File: config.mk
export PLATFORM = sky130hd
export DESIGN_NAME = permutation_host_flat
export DESIGN_NICKNAME = d
export VERILOG_FILES = /design/src/rtl/permutation_pkg.sv /design/src/rtl/permutation_host_if.sv /design/src/rtl/permutation_host_slice_buffer.sv /design/src/rtl/permutation_host.sv /design/src/flat_wrapper.sv
export SDC_FILE = /design/constraint.sdc
export NUM_CORES = 2
export LEC_CHECK = 0
export ABC_AREA = 1
export CORE_ASPECT_RATIO = 1.5
export CORE_MARGIN = 1.5
export CORE_UTILIZATION = 50
export DETAILED_ROUTE_END_ITERATION = 8
export MAX_ROUTING_LAYER = met4
export PLACE_DENSITY = 0.68
export SETUP_SLACK_MARGIN = 0.4
export SLEW_MARGIN = 10
export SYNTH_ARGS = -nofsm -noshare
export SYNTH_HDL_FRONTEND = slang
export SYNTH_SLANG_ARGS = --single-unit
File: constraint.sdc
create_clock -name clk -period 3.4 [get_ports clk]
set_input_delay 1.02 -clock clk [delete_from_list [all_inputs] [get_ports clk]]
set_output_delay 1.02 -clock clk [all_outputs]
set_load 0.01 [all_outputs]
File: src/rtl/permutation_pkg.sv
// Shared sizes and types for the permutation host: slice geometry, index widths,
// and the host FSM state encoding.
package permutation_pkg;

  localparam int SLICE_W = 25;
  localparam int DEPTH   = 64;
  localparam int IDX_W   = $clog2(DEPTH);

  typedef logic [SLICE_W-1:0] slice_t;
  typedef logic [IDX_W:0]     idx_t;
  typedef logic [IDX_W-1:0]   addr_t;

  typedef enum logic [1:0] {IDLE, LOAD, RUN, UNLOAD} host_state_t;

  // Indices carry one extra bit so DEPTH itself is a terminal, non-wrapping value.
  localparam idx_t IDX_LAST = idx_t'(DEPTH - 1);
  localparam idx_t IDX_FULL = idx_t'(DEPTH);

endpackage

File: src/rtl/permutation_host_if.sv
// Load, core slice-stream and unload signals of the permutation host.
// master = the host, slave = the system/core side.
interface permutation_host_if;
  import permutation_pkg::*;

  logic   ld_valid;
  slice_t ld_data;
  logic   ld_ready;

  logic   perm_start;
  logic   perm_read;
  slice_t perm_in;
  logic   perm_ready;
  slice_t perm_out;
  logic   perm_total_ready;

  logic   ul_valid;
  slice_t ul_data;
  logic   ul_ready;

  logic   done;
  logic   err_overrun;
  logic   err_short;

  modport master (
    input  ld_valid, ld_data, perm_read, perm_ready, perm_out, perm_total_ready, ul_ready,
    output ld_ready, perm_start, perm_in, ul_valid, ul_data, done, err_overrun, err_short
  );

  modport slave (
    output ld_valid, ld_data, perm_read, perm_ready, perm_out, perm_total_ready, ul_ready,
    input  ld_ready, perm_start, perm_in, ul_valid, ul_data, done, err_overrun, err_short
  );

endinterface

File: src/rtl/permutation_host_slice_buffer.sv
// DEPTH x SLICE_W slice store: one synchronous write port, one asynchronous read port.
module slice_buffer
  import permutation_pkg::*;
(
  input  logic   clk,
  input  logic   we,
  input  addr_t  waddr,
  input  slice_t wdata,
  input  addr_t  raddr,
  output slice_t rdata
);

  slice_t mem [DEPTH];

  // NOTE: storage is deliberately left out of reset; contents are always rewritten
  // before being read, and a resettable array would not map onto RAM.
  always_ff @(posedge clk) begin
    if (we) mem[waddr] <= wdata;
  end

  assign rdata = mem[raddr];

endmodule

File: src/rtl/permutation_host.sv
// Host side of the permutation slice stream: loads a 64-slice state, feeds it to the
// core on demand, captures the permuted slices, then streams them back out.
module permutation_host
  import permutation_pkg::*;
(
  input  logic                clk,
  input  logic                rst,
  permutation_host_if.master  bus
);

  host_state_t state;
  idx_t        ld_idx, rd_idx, wr_idx, ul_idx;
  slice_t      src_rdata, dst_rdata;
  addr_t       ul_raddr;
  logic        ld_fire, rd_fire, wr_fire, ul_fire;

  assign ld_fire = bus.ld_valid && bus.ld_ready;
  assign rd_fire = (state == RUN) && bus.perm_read && (rd_idx != IDX_FULL);
  assign wr_fire = (state == RUN) && bus.perm_ready;
  assign ul_fire = bus.ul_valid && bus.ul_ready;

  // Look one slice ahead while unloading so ul_data can be registered on each handshake.
  assign ul_raddr = ul_idx[IDX_W-1:0] + addr_t'(state == UNLOAD);

  slice_buffer u_src (
    .clk   (clk),
    .we    (ld_fire),
    .waddr (ld_idx[IDX_W-1:0]),
    .wdata (bus.ld_data),
    .raddr (rd_idx[IDX_W-1:0]),
    .rdata (src_rdata)
  );

  slice_buffer u_dst (
    .clk   (clk),
    .we    (wr_fire),
    .waddr (wr_idx[IDX_W-1:0]),
    .wdata (bus.perm_out),
    .raddr (ul_raddr),
    .rdata (dst_rdata)
  );

  assign bus.perm_in = ((state == RUN) && (rd_idx != IDX_FULL)) ? src_rdata : '0;

  // NOTE: all state uses non-blocking assignments; where two assignments to the same
  // register can both execute, the later one in this block takes effect.
  always_ff @(posedge clk) begin
    if (rst) begin
      state           <= IDLE;
      ld_idx          <= '0;
      rd_idx          <= '0;
      wr_idx          <= '0;
      ul_idx          <= '0;
      bus.ld_ready    <= 1'b0;
      bus.perm_start  <= 1'b0;
      bus.ul_valid    <= 1'b0;
      bus.ul_data     <= '0;
      bus.done        <= 1'b0;
      bus.err_overrun <= 1'b0;
      bus.err_short   <= 1'b0;
    end else begin
      bus.done <= 1'b0;

      if (rd_fire) rd_idx <= rd_idx + 1'b1;
      if ((state == RUN) && bus.perm_read) begin
        bus.perm_start <= 1'b0;
        if (rd_idx == IDX_FULL) bus.err_overrun <= 1'b1;
      end
      if ((state == RUN) && bus.perm_total_ready && (wr_idx != IDX_FULL)) bus.err_short <= 1'b1;

      case (state)
        IDLE: begin
          bus.ld_ready <= 1'b1;
          if (ld_fire) begin
            ld_idx <= ld_idx + 1'b1;
            state  <= LOAD;
          end
        end

        LOAD: begin
          if (ld_fire) begin
            ld_idx <= ld_idx + 1'b1;
            if (ld_idx == IDX_LAST) begin
              state          <= RUN;
              ld_idx         <= '0;
              rd_idx         <= '0;
              wr_idx         <= '0;
              bus.ld_ready   <= 1'b0;
              bus.perm_start <= 1'b1;
            end
          end
        end

        RUN: begin
          if (wr_fire) begin
            wr_idx <= wr_idx + 1'b1;
            if (wr_idx == IDX_LAST) begin
              state        <= UNLOAD;
              bus.ul_valid <= 1'b1;
              bus.ul_data  <= dst_rdata;
            end
          end
        end

        UNLOAD: begin
          if (ul_fire) begin
            if (ul_idx == IDX_LAST) begin
              state        <= IDLE;
              ul_idx       <= '0;
              bus.ul_valid <= 1'b0;
              bus.done     <= 1'b1;
              bus.ld_ready <= 1'b1;
            end else begin
              ul_idx      <= ul_idx + 1'b1;
              bus.ul_data <= dst_rdata;
            end
          end
        end

        default: state <= IDLE;
      endcase
    end
  end

endmodule

File: src/flat_wrapper.sv
// flat-port wrapper written by rule: the top's interface ports become plain ports
module permutation_host_flat import permutation_pkg::*;
  (clk, rst, bus_ld_valid, bus_ld_data, bus_perm_read, bus_perm_ready, bus_perm_out, bus_perm_total_ready, bus_ul_ready, bus_ld_ready, bus_perm_start, bus_perm_in, bus_ul_valid, bus_ul_data, bus_done, bus_err_overrun, bus_err_short);
  permutation_host_if bus_i ();
  input  logic clk;
  input  logic rst;
  input wire logic [$bits(bus_i.ld_valid)-1:0] bus_ld_valid;
  input wire logic [$bits(bus_i.ld_data)-1:0] bus_ld_data;
  input wire logic [$bits(bus_i.perm_read)-1:0] bus_perm_read;
  input wire logic [$bits(bus_i.perm_ready)-1:0] bus_perm_ready;
  input wire logic [$bits(bus_i.perm_out)-1:0] bus_perm_out;
  input wire logic [$bits(bus_i.perm_total_ready)-1:0] bus_perm_total_ready;
  input wire logic [$bits(bus_i.ul_ready)-1:0] bus_ul_ready;
  output wire logic [$bits(bus_i.ld_ready)-1:0] bus_ld_ready;
  output wire logic [$bits(bus_i.perm_start)-1:0] bus_perm_start;
  output wire logic [$bits(bus_i.perm_in)-1:0] bus_perm_in;
  output wire logic [$bits(bus_i.ul_valid)-1:0] bus_ul_valid;
  output wire logic [$bits(bus_i.ul_data)-1:0] bus_ul_data;
  output wire logic [$bits(bus_i.done)-1:0] bus_done;
  output wire logic [$bits(bus_i.err_overrun)-1:0] bus_err_overrun;
  output wire logic [$bits(bus_i.err_short)-1:0] bus_err_short;
  assign bus_i.ld_valid = bus_ld_valid;
  assign bus_i.ld_data = bus_ld_data;
  assign bus_i.perm_read = bus_perm_read;
  assign bus_i.perm_ready = bus_perm_ready;
  assign bus_i.perm_out = bus_perm_out;
  assign bus_i.perm_total_ready = bus_perm_total_ready;
  assign bus_i.ul_ready = bus_ul_ready;
  assign bus_ld_ready = bus_i.ld_ready;
  assign bus_perm_start = bus_i.perm_start;
  assign bus_perm_in = bus_i.perm_in;
  assign bus_ul_valid = bus_i.ul_valid;
  assign bus_ul_data = bus_i.ul_data;
  assign bus_done = bus_i.done;
  assign bus_err_overrun = bus_i.err_overrun;
  assign bus_err_short = bus_i.err_short;
  permutation_host u_core (.clk(clk), .rst(rst), .bus(bus_i));
endmodule
==> flow_summary.toml <==
[status]
status = "finished, violations left"
violations = "setup timing"

[logic_synthesis]
syn-cell-area_sq_um = 135000
synth_xor_area_share_pct = 0.0520
synth_fp_nets = 11900
syn_avg_cell_area_sq_um = 11.4
synthMuxAreaShare_pct = 0
synth-compound-area-share_pct = 5.46
synth-seq-area-share_pct = 72.2
synthSimpleGateAreaFrac_pct = 15.9
synth_top_family_by_area = "simple AND/OR/NAND/NOR gates"
synthCells = 11800
yosysUniqueCellTypes = 36
synth_fa_ha_area_share_pct = 0.130
ys_warn_count = 0
ys_ff_latch = 3261

[power_and_ir_drop]
pwr-share-clk_pct = 36.1
p_switching_w = 0.0251
p_comb_share_pct = 16.3
p_seq_share_pct = 47.6
max-vdd-ir-drop_mv = 0.505
leakagePower_nw = 60.2
p_per_area_nw_per_um2 = 588
swShare_pct = 26.8
p_int_w = 0.0687

[timing]
final_hold_viol_count = 0
clock.fmax_mhz = 232
period_share_pct = 127
slew_headroom_pct = 28.2
finalMaxSlewViolations = 0
fin_setup_tns_ps = -19790
finalSetupViolCount = 25
rsz0062_at_grt = "true"
worst-slew-pin-transition_ps = 1080
layout_setup_ws_ps = -907
post-route-min-period_ps = 4310
timing.hold.ws_ps = 468
skew_ps = 53.8

[worst_setup_path]
cp_common_cell = "buf_12"
crit_family = "buffers and inverters"
cpMaxStageDelayCell = "dfxtp_4"
cp.buffers_inverters = 6
critPathKind = "reg2out"
critPathMaxFanout = 29
max_stage_delay_ps = 420
end_kind = "output port"
crit_chain = "buf_12, buf_12, nor2_1, nor2_1, o21ai_1, o21ai_1, buf_4, nand2_1, nand4_1, buf_12, a21oi_4, a31oi_1, buf_4, buf_6"
start_kind = "register"
cp.arrival_ps = 3290
crit_required_ps = 2380

[clock_tree]
cts_made_buffers = 307
clock_latency_ps = 880
clockRootBuffer = "clkbuf_16"
ctsHtreeMaxLevel = 5
cts_sinks = 3261
cts.reportedPaths.clkPinSlew_ps = 70
clockBufferDepth = 4
cts_tree = "done"
hold_buffers = 0

[route]
drt-initial-drc-count = 11100
routed_wl_um = 411000
wl_per_cell_um = 25.5
num_vias = 93400
first_pass_iters = 9
via_per_inst = 5.80
ant_nets = 0
drc_errors = 0

[grt]
track_usage_pct = 30.2
grt_pass1_wl_um = 589000
grt_pass1_vias = 90800
overflow = 0
antenna_found_initial = 6
grt_max_degree = 103

[finish]
mostFrequentLayoutCells = "edfxtp_1, nand2_1, nand3_1"
drive_gt1_share_pct = 13.6
nNetsFinal = 12400
syn_to_final_growth_pct = 18.4
final_common_cell = "edfxtp_1"

[placement]
place_congestion = 0.977
pre_cts_ws_ps = -822
hpwl_um = 248000
portBuffers = 112

[floorplanning]
coreArea_sq_um = 268000
die_h_um = 639
initial_core_util_pct = 50.2
rows = 233
dieArea_sq_um = 273000
dieWidth_um = 427
design.portCount = 113

[flow_run]
cap_violations = 0

[worst_hold_path]
worstHoldPathType = "reg2reg"
==> power groups by stage <==
stage / Combinational (W) / Clock [W] / Sequential (W)
after floorplan: 0.00696 / 0 / 0.0455
after global placement: 0.0130 / 0 / 0.0455
after global routing: 0.0162 / 0.0356 / 0.0446
after CTS: 0.0145 / 0.0341 / 0.0446
final: 0.0153 / 0.0339 / 0.0446
after detailed placement: 0.0132 / 0 / 0.0455
==> path summary, 6_finish.rpt <==
kind | startpoint | depth (start not counted) | slack [ps] | endpoint
setup / recovery | u_core.rd_idx[0] | 14 | -910 | bus_perm_in[8]
hold / removal | u_core.ul_idx[6] | 2 | 470 | u_core.ul_idx[6]
setup reg to reg | u_core.state[1] | 15 | 460 | u_core.bus.ul_data[23]
hold reg to reg | u_core.ul_idx[6] | 2 | 470 | u_core.ul_idx[6]
==> cell families after synthesis <==
family                   count (synthesis)
AO/OA/AOI/OAI                         1364
XOR/XNOR                                 8
adder cells (fa/ha/maj)                 14
buffers and inverters                 2065
flip-flops                            3261
AND/OR/NAND/NOR                       5107
==> area by class of cell <==
type | count | area [sq um]
Clock buffer | 373 | 8190
Sequential cell | 3261 | 97300
Antenna cell | 9 | 22.5
Inverter | 1372 | 5220
Timing Repair Buffer | 898 | 11900
Clock inverter | 170 | 1510
Tap cell | 3525 | 4410
Multi-Input combinational cell | 6494 | 31000
Timing Repair inverter | 2 | 22.5
Fill cell | 20500 | 109000
==> repair_timing <==
| item | in CTS | in global routing |
|---|---|---|
| endpoints found under the setup margin | 48 | 50 |
| cloned | 34 | 18 |
| pin swaps | 80 | 55 |
| setup buffers | 28 | 12 |
| gates resized for setup | 503 | 212 |
==> through the flow <==
stage | area [sq um] | utilization, % | power [W] | std cells
after floorplan | 135000 | - | 0.0524 | 11800
after global placement | 146000 | 54.5 | 0.0584 | 15500
after detailed placement | 146000 | 54.5 | 0.0587 | 15500
after CTS | 158000 | 59.0 | 0.0932 | 16100
after global routing | 160000 | 59.5 | 0.0964 | 16100
final | 160000 | 59.5 | 0.0938 | 16100
==> metal layers <==
metal	share of wire, %	vias up	track usage (%)
met2	49	5138	49.2
li1	-	41600	-
met3	8.0	1258	3.93
met5	0	-	-
met1	34	45400	33.5
met4	9.4	0	23.9
==> registers in the layout (all words and copies together) (netlist names) <==
register,flops
u_core.u_src.mem,1600
u_core.bus.perm_start,1
u_core.wr_idx,7
u_core.state,2
u_core.bus.err_short,1
u_core.ld_idx,7
u_core.bus.err_overrun,1
u_core.bus.ul_valid,1
u_core.u_dst.mem,1600
u_core.bus.done,1
u_core.rd_idx,7
u_core.bus.ld_ready,1
u_core.bus.ul_data,25
u_core.ul_idx,7
==> synthesized netlist by cell type (all sizes together) <==
cell type  number  area (sq um)
a211oi          8          60.1
a21oi          71           359
a221oi          1          8.76
a22o           22           193
a311oi          1          8.76
a31oi          11          68.8
buf           331          1880
clkbuf        362          1360
clkinv          1          3.75
dfxtp          61          1220
edfxtp       3200         96100
ha             14           175
inv          1371          5150
nand2        2258          8480
nand3        1612          8070
nand3b         25           188
nand4          43           269
nor2         1147          4310
nor3           18          90.1
nor3b           2          15.0
nor4            1          6.26
o211ai          1          7.51
o21a            2          15.0
o21ai         927          4640
o22ai         319          2000
o31ai           1          7.51
or2             1          6.26
xnor2           2          17.5
xor2            6          52.6
==> worst reg2reg max path, cell delays in order, from the launching register on <==
cell and delay, ps:
dfxtp_2 390, ha_2 240, nand2_1 80, inv_1 120
ha_4 180, xor2_4 170, buf_12 160, buf_12 160
buf_12 240, nand3_1 110, nand3_1 220, nand3_1 200
nand3_1 270, nand3_1 170, nand2_1 90, inv_1 30
Power figures use the tool's default switching activity.
